File: config.mk
export PLATFORM = sky130hd
export DESIGN_NAME = memory_arbiter
export DESIGN_NICKNAME = d
export VERILOG_FILES = /design/src/rtl/memory_arbiter.sv
export SDC_FILE = /design/constraint.sdc
export NUM_CORES = 1
export LEC_CHECK = 0
export CORE_AREA = 3 3 289 291
export DETAILED_ROUTE_END_ITERATION = 10
export DIE_AREA = 0 0 292 294
export HOLD_SLACK_MARGIN = 0.08
export PLACE_DENSITY = 0.42
export SLEW_MARGIN = 20
export SYNTH_ARGS = -nofsm -noshare
export SYNTH_HDL_FRONTEND = slang
export SYNTH_SLANG_ARGS = --single-unit
File: constraint.sdc
create_clock -name clk -period 2.4 [get_ports clk]
set_clock_uncertainty 0.1 [all_clocks]
set_input_delay 0.48 -clock clk [delete_from_list [all_inputs] [get_ports clk]]
set_output_delay 0.48 -clock clk [all_outputs]
set_load 0.005 [all_outputs]
File: src/rtl/memory_arbiter.sv
// Two-port arbiter sharing one line-wide Memory port between the instruction and data caches.
// Round-robin on ties, one transaction at a time, Memory handshake mirrored on each cache port.
module memory_arbiter #(
    parameter int ADDRESS_SIZE    = 32,
    parameter int CACHE_LINE_SIZE = 128,
    parameter int TIMEOUT_CYCLES  = 0
) (
    input  logic                       clk,
    input  logic                       reset,
    input  logic                       inst_op_init,
    input  logic [ADDRESS_SIZE-1:0]    inst_address,
    output logic [CACHE_LINE_SIZE-1:0] inst_data_out,
    output logic                       inst_data_ready,
    output logic                       inst_memory_in_use,
    input  logic                       data_op_init,
    input  logic                       data_op,
    input  logic [ADDRESS_SIZE-1:0]    data_address,
    input  logic [CACHE_LINE_SIZE-1:0] data_data_in,
    output logic [CACHE_LINE_SIZE-1:0] data_data_out,
    output logic                       data_data_ready,
    output logic                       data_memory_in_use,
    output logic                       mem_op_init,
    output logic                       mem_op,
    output logic [ADDRESS_SIZE-1:0]    mem_address,
    output logic [CACHE_LINE_SIZE-1:0] mem_data_in,
    output logic                       mem_op_done,
    input  logic [CACHE_LINE_SIZE-1:0] mem_data_out,
    input  logic                       mem_data_ready,
    input  logic                       mem_memory_in_use,
    output logic                       timeout_error
);

    typedef enum logic [1:0] {
        IDLE  = 2'd0,
        ISSUE = 2'd1,
        WAIT  = 2'd2,
        DONE  = 2'd3
    } state_t;

    localparam logic        GNT_INST      = 1'b0;
    localparam logic        GNT_DATA      = 1'b1;
    localparam logic [31:0] TIMEOUT_LIMIT = 32'(TIMEOUT_CYCLES);

    state_t      state;
    state_t      state_next;
    logic        grant;
    logic        last_grant;
    logic        winner;
    logic        grant_fire;
    logic        complete;
    logic        granted_req;
    logic        busy;
    logic [31:0] wait_cnt;

    // Arbitration and completion decode
    always_comb begin
        winner = GNT_INST;
        if (inst_op_init && data_op_init) begin
            winner = ~last_grant;
        end else if (data_op_init) begin
            winner = GNT_DATA;
        end
        grant_fire  = (state == IDLE) && (inst_op_init || data_op_init) && !mem_memory_in_use;
        complete    = ((state == ISSUE) || (state == WAIT)) && mem_data_ready;
        granted_req = (grant == GNT_DATA) ? data_op_init : inst_op_init;
    end

    always_comb begin
        state_next = state;
        case (state)
            IDLE:    if (grant_fire) state_next = ISSUE;
            ISSUE:   state_next = complete ? DONE : WAIT;
            WAIT:    if (complete) state_next = DONE;
            // Hold here until the served cache lowers its request, so a held request is not served twice
            DONE:    if (!granted_req) state_next = IDLE;
            default: state_next = IDLE;
        endcase
    end

    always_comb begin
        busy               = (state != IDLE);
        mem_op_init        = (state == ISSUE);
        inst_memory_in_use = busy ? (grant != GNT_INST) : mem_memory_in_use;
        data_memory_in_use = busy ? (grant != GNT_DATA) : mem_memory_in_use;
    end

    always_ff @(posedge clk) begin
        if (reset) begin
            state           <= IDLE;
            grant           <= GNT_INST;
            last_grant      <= GNT_INST;
            inst_data_ready <= 1'b0;
            data_data_ready <= 1'b0;
            mem_op_done     <= 1'b0;
            wait_cnt        <= '0;
            timeout_error   <= 1'b0;
        end else begin
            state           <= state_next;
            inst_data_ready <= complete && (grant == GNT_INST);
            data_data_ready <= complete && (grant == GNT_DATA);
            mem_op_done     <= complete;
            if (grant_fire) begin
                grant      <= winner;
                last_grant <= winner;
                wait_cnt   <= '0;
            end else if ((state == WAIT) && (wait_cnt != TIMEOUT_LIMIT)) begin
                wait_cnt <= wait_cnt + 32'd1;
            end
            // Watchdog only flags; the transaction keeps waiting for Memory
            if ((TIMEOUT_CYCLES > 0) && (state == WAIT) && (wait_cnt + 32'd1 >= TIMEOUT_LIMIT)) begin
                timeout_error <= 1'b1;
            end
        end
    end

    // Grant-edge latch of the request and completion capture of the returned line
    always_ff @(posedge clk) begin
        if (reset) begin
            mem_op        <= 1'b0;
            mem_address   <= '0;
            mem_data_in   <= '0;
            inst_data_out <= '0;
            data_data_out <= '0;
        end else begin
            if (grant_fire) begin
                mem_address <= (winner == GNT_DATA) ? data_address : inst_address;
                mem_op      <= (winner == GNT_DATA) ? data_op : 1'b0;
                if (winner == GNT_DATA) begin
                    mem_data_in <= data_data_in;
                end
            end
            if (complete && (grant == GNT_INST)) begin
                inst_data_out <= mem_data_out;
            end
            if (complete && (grant == GNT_DATA) && !mem_op) begin
                data_data_out <= mem_data_out;
            end
        end
    end

endmodule
==> impl_metrics.sql <==
INSERT INTO impl_metrics (metric_group, metric, value, unit) VALUES
('finish', 'core_occupancy_in_the_finished_layout', '32.0', '%'),
('global_route', 'grt_pass1_vias', '15277', ''),
('critical_path', 'max_fo_critical_path', '6', ''),
('synthesis', 'ys_types', '30', ''),
('critical_path', 'worst-endpoint-required', '1.82', 'ns'),
('pwr', 'vdd.ir_drop.worst', '458', 'uV'),
('floorplanning', 'core.rowCount', '104', ''),
('detailed_routing', 'drt-initial-drc-count', '662', ''),
('critical_path', 'crit_buf_inv', '2', ''),
('detailed_routing', 'drt-total-wl', '69600', 'um'),
('synthesis', 'synth.avg_cell_area', '8.12', 'sq um'),
('synthesis', 'yosysWarningCount', '0', ''),
('critical_path', 'source_of_the_worst_register_to_register_timing_path', 'state[1]$_SDFFE_PP0P_', ''),
('finish', 'area_growth_syn_to_layout', '71.3', '%'),
('detailed_routing', 'routed_length_on_met2', '35200', 'um'),
('timing', 'worst_slew_margin_rel', '67.0', '%'),
('synthesis', 'synth_area_leaders', 'dfxtp_1, nand2_1, a21oi_1', ''),
('finish', 'layout.cells.most_common', 'nand2_1', ''),
('hold_path', 'worstHoldStart', 'reset', ''),
('detailed_routing', 'drtAntennaViolNets', '0', ''),
('synthesis', 'synth-simple-area-share', '20.9', '%'),
('pwr', 'p_int', '16.3', 'mW'),
('detailed_routing', 'highest-signal-layer', 'met5', ''),
('floorplanning', 'fp.dieH', '294', 'um'),
('clocking', 'cts_buffers', '51', ''),
('clocking', 'ctsLongestPathBuffers', '3', ''),
('floorplanning', 'initial_utilization', '18.7', '%'),
('critical_path', 'worst-r2r-cell-count', '8', ''),
('critical_path', 'slowest_delay', '0.34', 'ns'),
('critical_path', 'cpLargestDelayFamily', 'buffers and inverters', ''),
('global_route', 'grt_antenna_before_repair', '8', ''),
('place', 'port-buffer-count', '749', ''),
('pwr', 'net_switching_power_of_the_design', '6.91', 'mW'),
('clocking', 'cts_post_setup_buffers_inserted', '0', ''),
('timing', 'rsz0062_at_grt', 'no', ''),
('pwr', 'fin_total_pwr', '23.2', 'mW'),
('timing', 'final.setup.tns', '0', 'ns'),
('clocking', 'cts_tree', 'built', ''),
('critical_path', 'startpoint_type', 'register', ''),
('floorplanning', 'overall_die_area', '0.0858', 'sq mm'),
('synthesis', 'ys_seq_area_share', '56.1', '%'),
('critical_path', 'timing.critical_path.to', 'inst_memory_in_use', ''),
('timing', 'worst-slew-pin-transition', '0.483', 'ns'),
('pwr', 'share_clk_of_total_power', '34.0', '%'),
('timing', 'fmaxAchievable', '448', 'MHz'),
('timing', 'final_hold_violations', '0', ''),
('detailed_routing', 'vias_per_cell', '4.12', ''),
('clocking', 'cts.reportedPaths.clkPinSlew', '0.06', 'ns'),
('clocking', 'clock_tree.htree_level_count', '2', ''),
('synthesis', 'synth-adder-area-share', '0.332', '%'),
('critical_path', 'critical_path.cell_chain', 'inv_1, ha_4, nand2_1, o21ai_1, dlygate4sd2_1', ''),
('floorplanning', 'die_w', '292', 'um'),
('critical_path', 'timing.setup.critical_path_class', 'reg2out', ''),
('synthesis', 'post_synth_instance_area', '0.0151', 'sq mm'),
('finish', 'final_nets', '2913', ''),
('synthesis', 'synth.area.mux_share', '2.19', '%'),
('clocking', 'cts.hold.buffers_added', '0', ''),
('synthesis', 'share_of_the_synthesized_area_in_compound_gates_ao_oa_aoi_oai', '15.3', '%'),
('timing', 'period_minus_slack', '2.23', 'ns'),
('critical_path', 'endpoint_kind', 'output port', ''),
('floorplanning', 'top_level_ports', '751', ''),
('critical_path', 'worst_r2r_endpoint', 'data_data_out[46]$_SDFFE_PP0P_', ''),
('timing', 'post-route-period-util', '93.1', '%'),
('synthesis', 'dominant_combinational_cell_family_by_area_after_synthesis', 'simple AND/OR/NAND/NOR gates', ''),
('status', 'status', 'complete, no violations', ''),
('global_route', 'grt_util_all_layers', '15.4', '%'),
('finish', 'mostFrequentLayoutCells', 'nand2_1, clkdlybuf4s50_1, dfxtp_1, a21oi_1, clkbuf_16', ''),
('synthesis', 'synth_top_cell_area_share', '56.1', '%'),
('synthesis', 'leading_area_contributor_after_synthesis', 'dfxtp_1', ''),
('global_route', 'grt_start_max_net_pins', '97', ''),
('critical_path', 'worst_path_max_delay_cell', 'dfxtp_2', '');
## how the worst min path moves through the flow
stage	end	slack (ns)	depth (start not counted)
3_5_place_dp	inst_data_out[47]$_SDFFE_PP0P_	0.35	2
5_1_grt	inst_data_out[126]$_SDFFE_PP0P_	0.19	2
2_1_floorplan	data_data_out[0]$_SDFFE_PP0P_	0.35	2
4_1_cts	inst_data_out[109]$_SDFFE_PP0P_	0.16	2
6_report	inst_data_out[82]$_SDFFE_PP0P_	0.21	2
3_3_place_gp	data_data_out[54]$_SDFFE_PP0P_	0.34	2
## sequential cells by signal (all words and copies together) (netlist names)
| register | count |
|---|---|
| data_data_out | 128 |
| inst_data_out | 128 |
| mem_data_in | 128 |
| mem_address | 32 |
| state | 2 |
| data_data_ready | 1 |
| inst_data_ready | 1 |
| last_grant | 1 |
| mem_op | 1 |
| mem_op_done | 1 |
## power groups by stage
stage / Sequential (mW) / Combinational (mW) / Clock [mW]
floorplan: 8.74 / 2.51 / 0
finish: 8.56 / 6.71 / 7.88
global placement: 8.67 / 6.80 / 0
global route: 8.69 / 7.30 / 8.45
detailed placement: 8.71 / 6.81 / 0
CTS: 8.58 / 6.87 / 8.19
## cell type report
class                   instances  area [sq um]  area share [%]
diodes                          6          15.0          0.0581
clock buffers                  75          1520            5.88
clock inverters                13           175           0.678
inverters                       6          22.5          0.0871
multi-input cells            1285          5920            22.9
flip-flops and latches        423          8470            32.8
well taps                    1060          1330            5.13
repair buffers                815          8410            32.5
## worst reg2reg max path, delay by kind of cell (launching register included)
| family | cells | cell delay (ns) |
|---|---|---|
| compound gates | 1 | 0.13 |
| flops | 1 | 0.36 |
| simple gates | 3 | 0.40 |
| fa+ha+maj | 1 | 0.30 |
| buf+inv | 3 | 0.63 |
## through the flow
stage	std cells	worst slack (ns)	hold slack [ns]	instance area [sq um]
after global routing	3683	0.0789	0.193	25900
after global placement	3589	0.0533	0.341	24100
after floorplan	1859	0.554	0.353	15100
after CTS	3677	0.0990	0.162	25800
final	3683	0.166	0.207	25900
after detailed placement	3589	0.0635	0.345	24100
## synth_stat cells
cell type,number
and2_1,1
buf_2,61
clkbuf_1,55
buf_4,10
a21oi_1,365
o21ai_0,4
o22ai_1,1
nand2b_1,1
a31o_2,1
nor3_1,3
nand3_1,1
nor2b_1,2
buf_6,11
nand2_1,752
dfxtp_1,423
a211oi_1,33
a21boi_2,1
a22oi_1,1
conb_1,1
nor2_1,38
ha_1,4
mux2i_1,33
buf_1,6
a2111oi_0,1
clkbuf_4,2
inv_1,6
nand2_2,20
nor4bb_1,1
a21oi_2,20
or3_1,1
## kinds of logic (layout without fill, tap and decap cells)
family	count (synthesis)	count (layout)
DFF	423	423
muxes	33	33
adders and majority gates	4	4
buffers and inverters	151	909
AOI/OAI and AO/OA	427	427
other	1	7
and+or+nand+nor	820	820
## repair_timing
action | CTS | global route
endpoints found under the setup margin | 3 | 0
endpoints found under the hold margin | 0 | 0
gates resized for setup | 9 | 0
## per-layer routing
| metal | global-route usage (%) | vias to the layer above |
|---|---|---|
| li1 | - | 7476 |
| met1 | 16.9 | 7072 |
| met2 | 27.4 | 530 |
| met3 | 5.45 | 103 |
| met4 | 5.52 | 4 |
| met5 | 0 | - |
No activity file was read; power rests on OpenSTA's default activity.
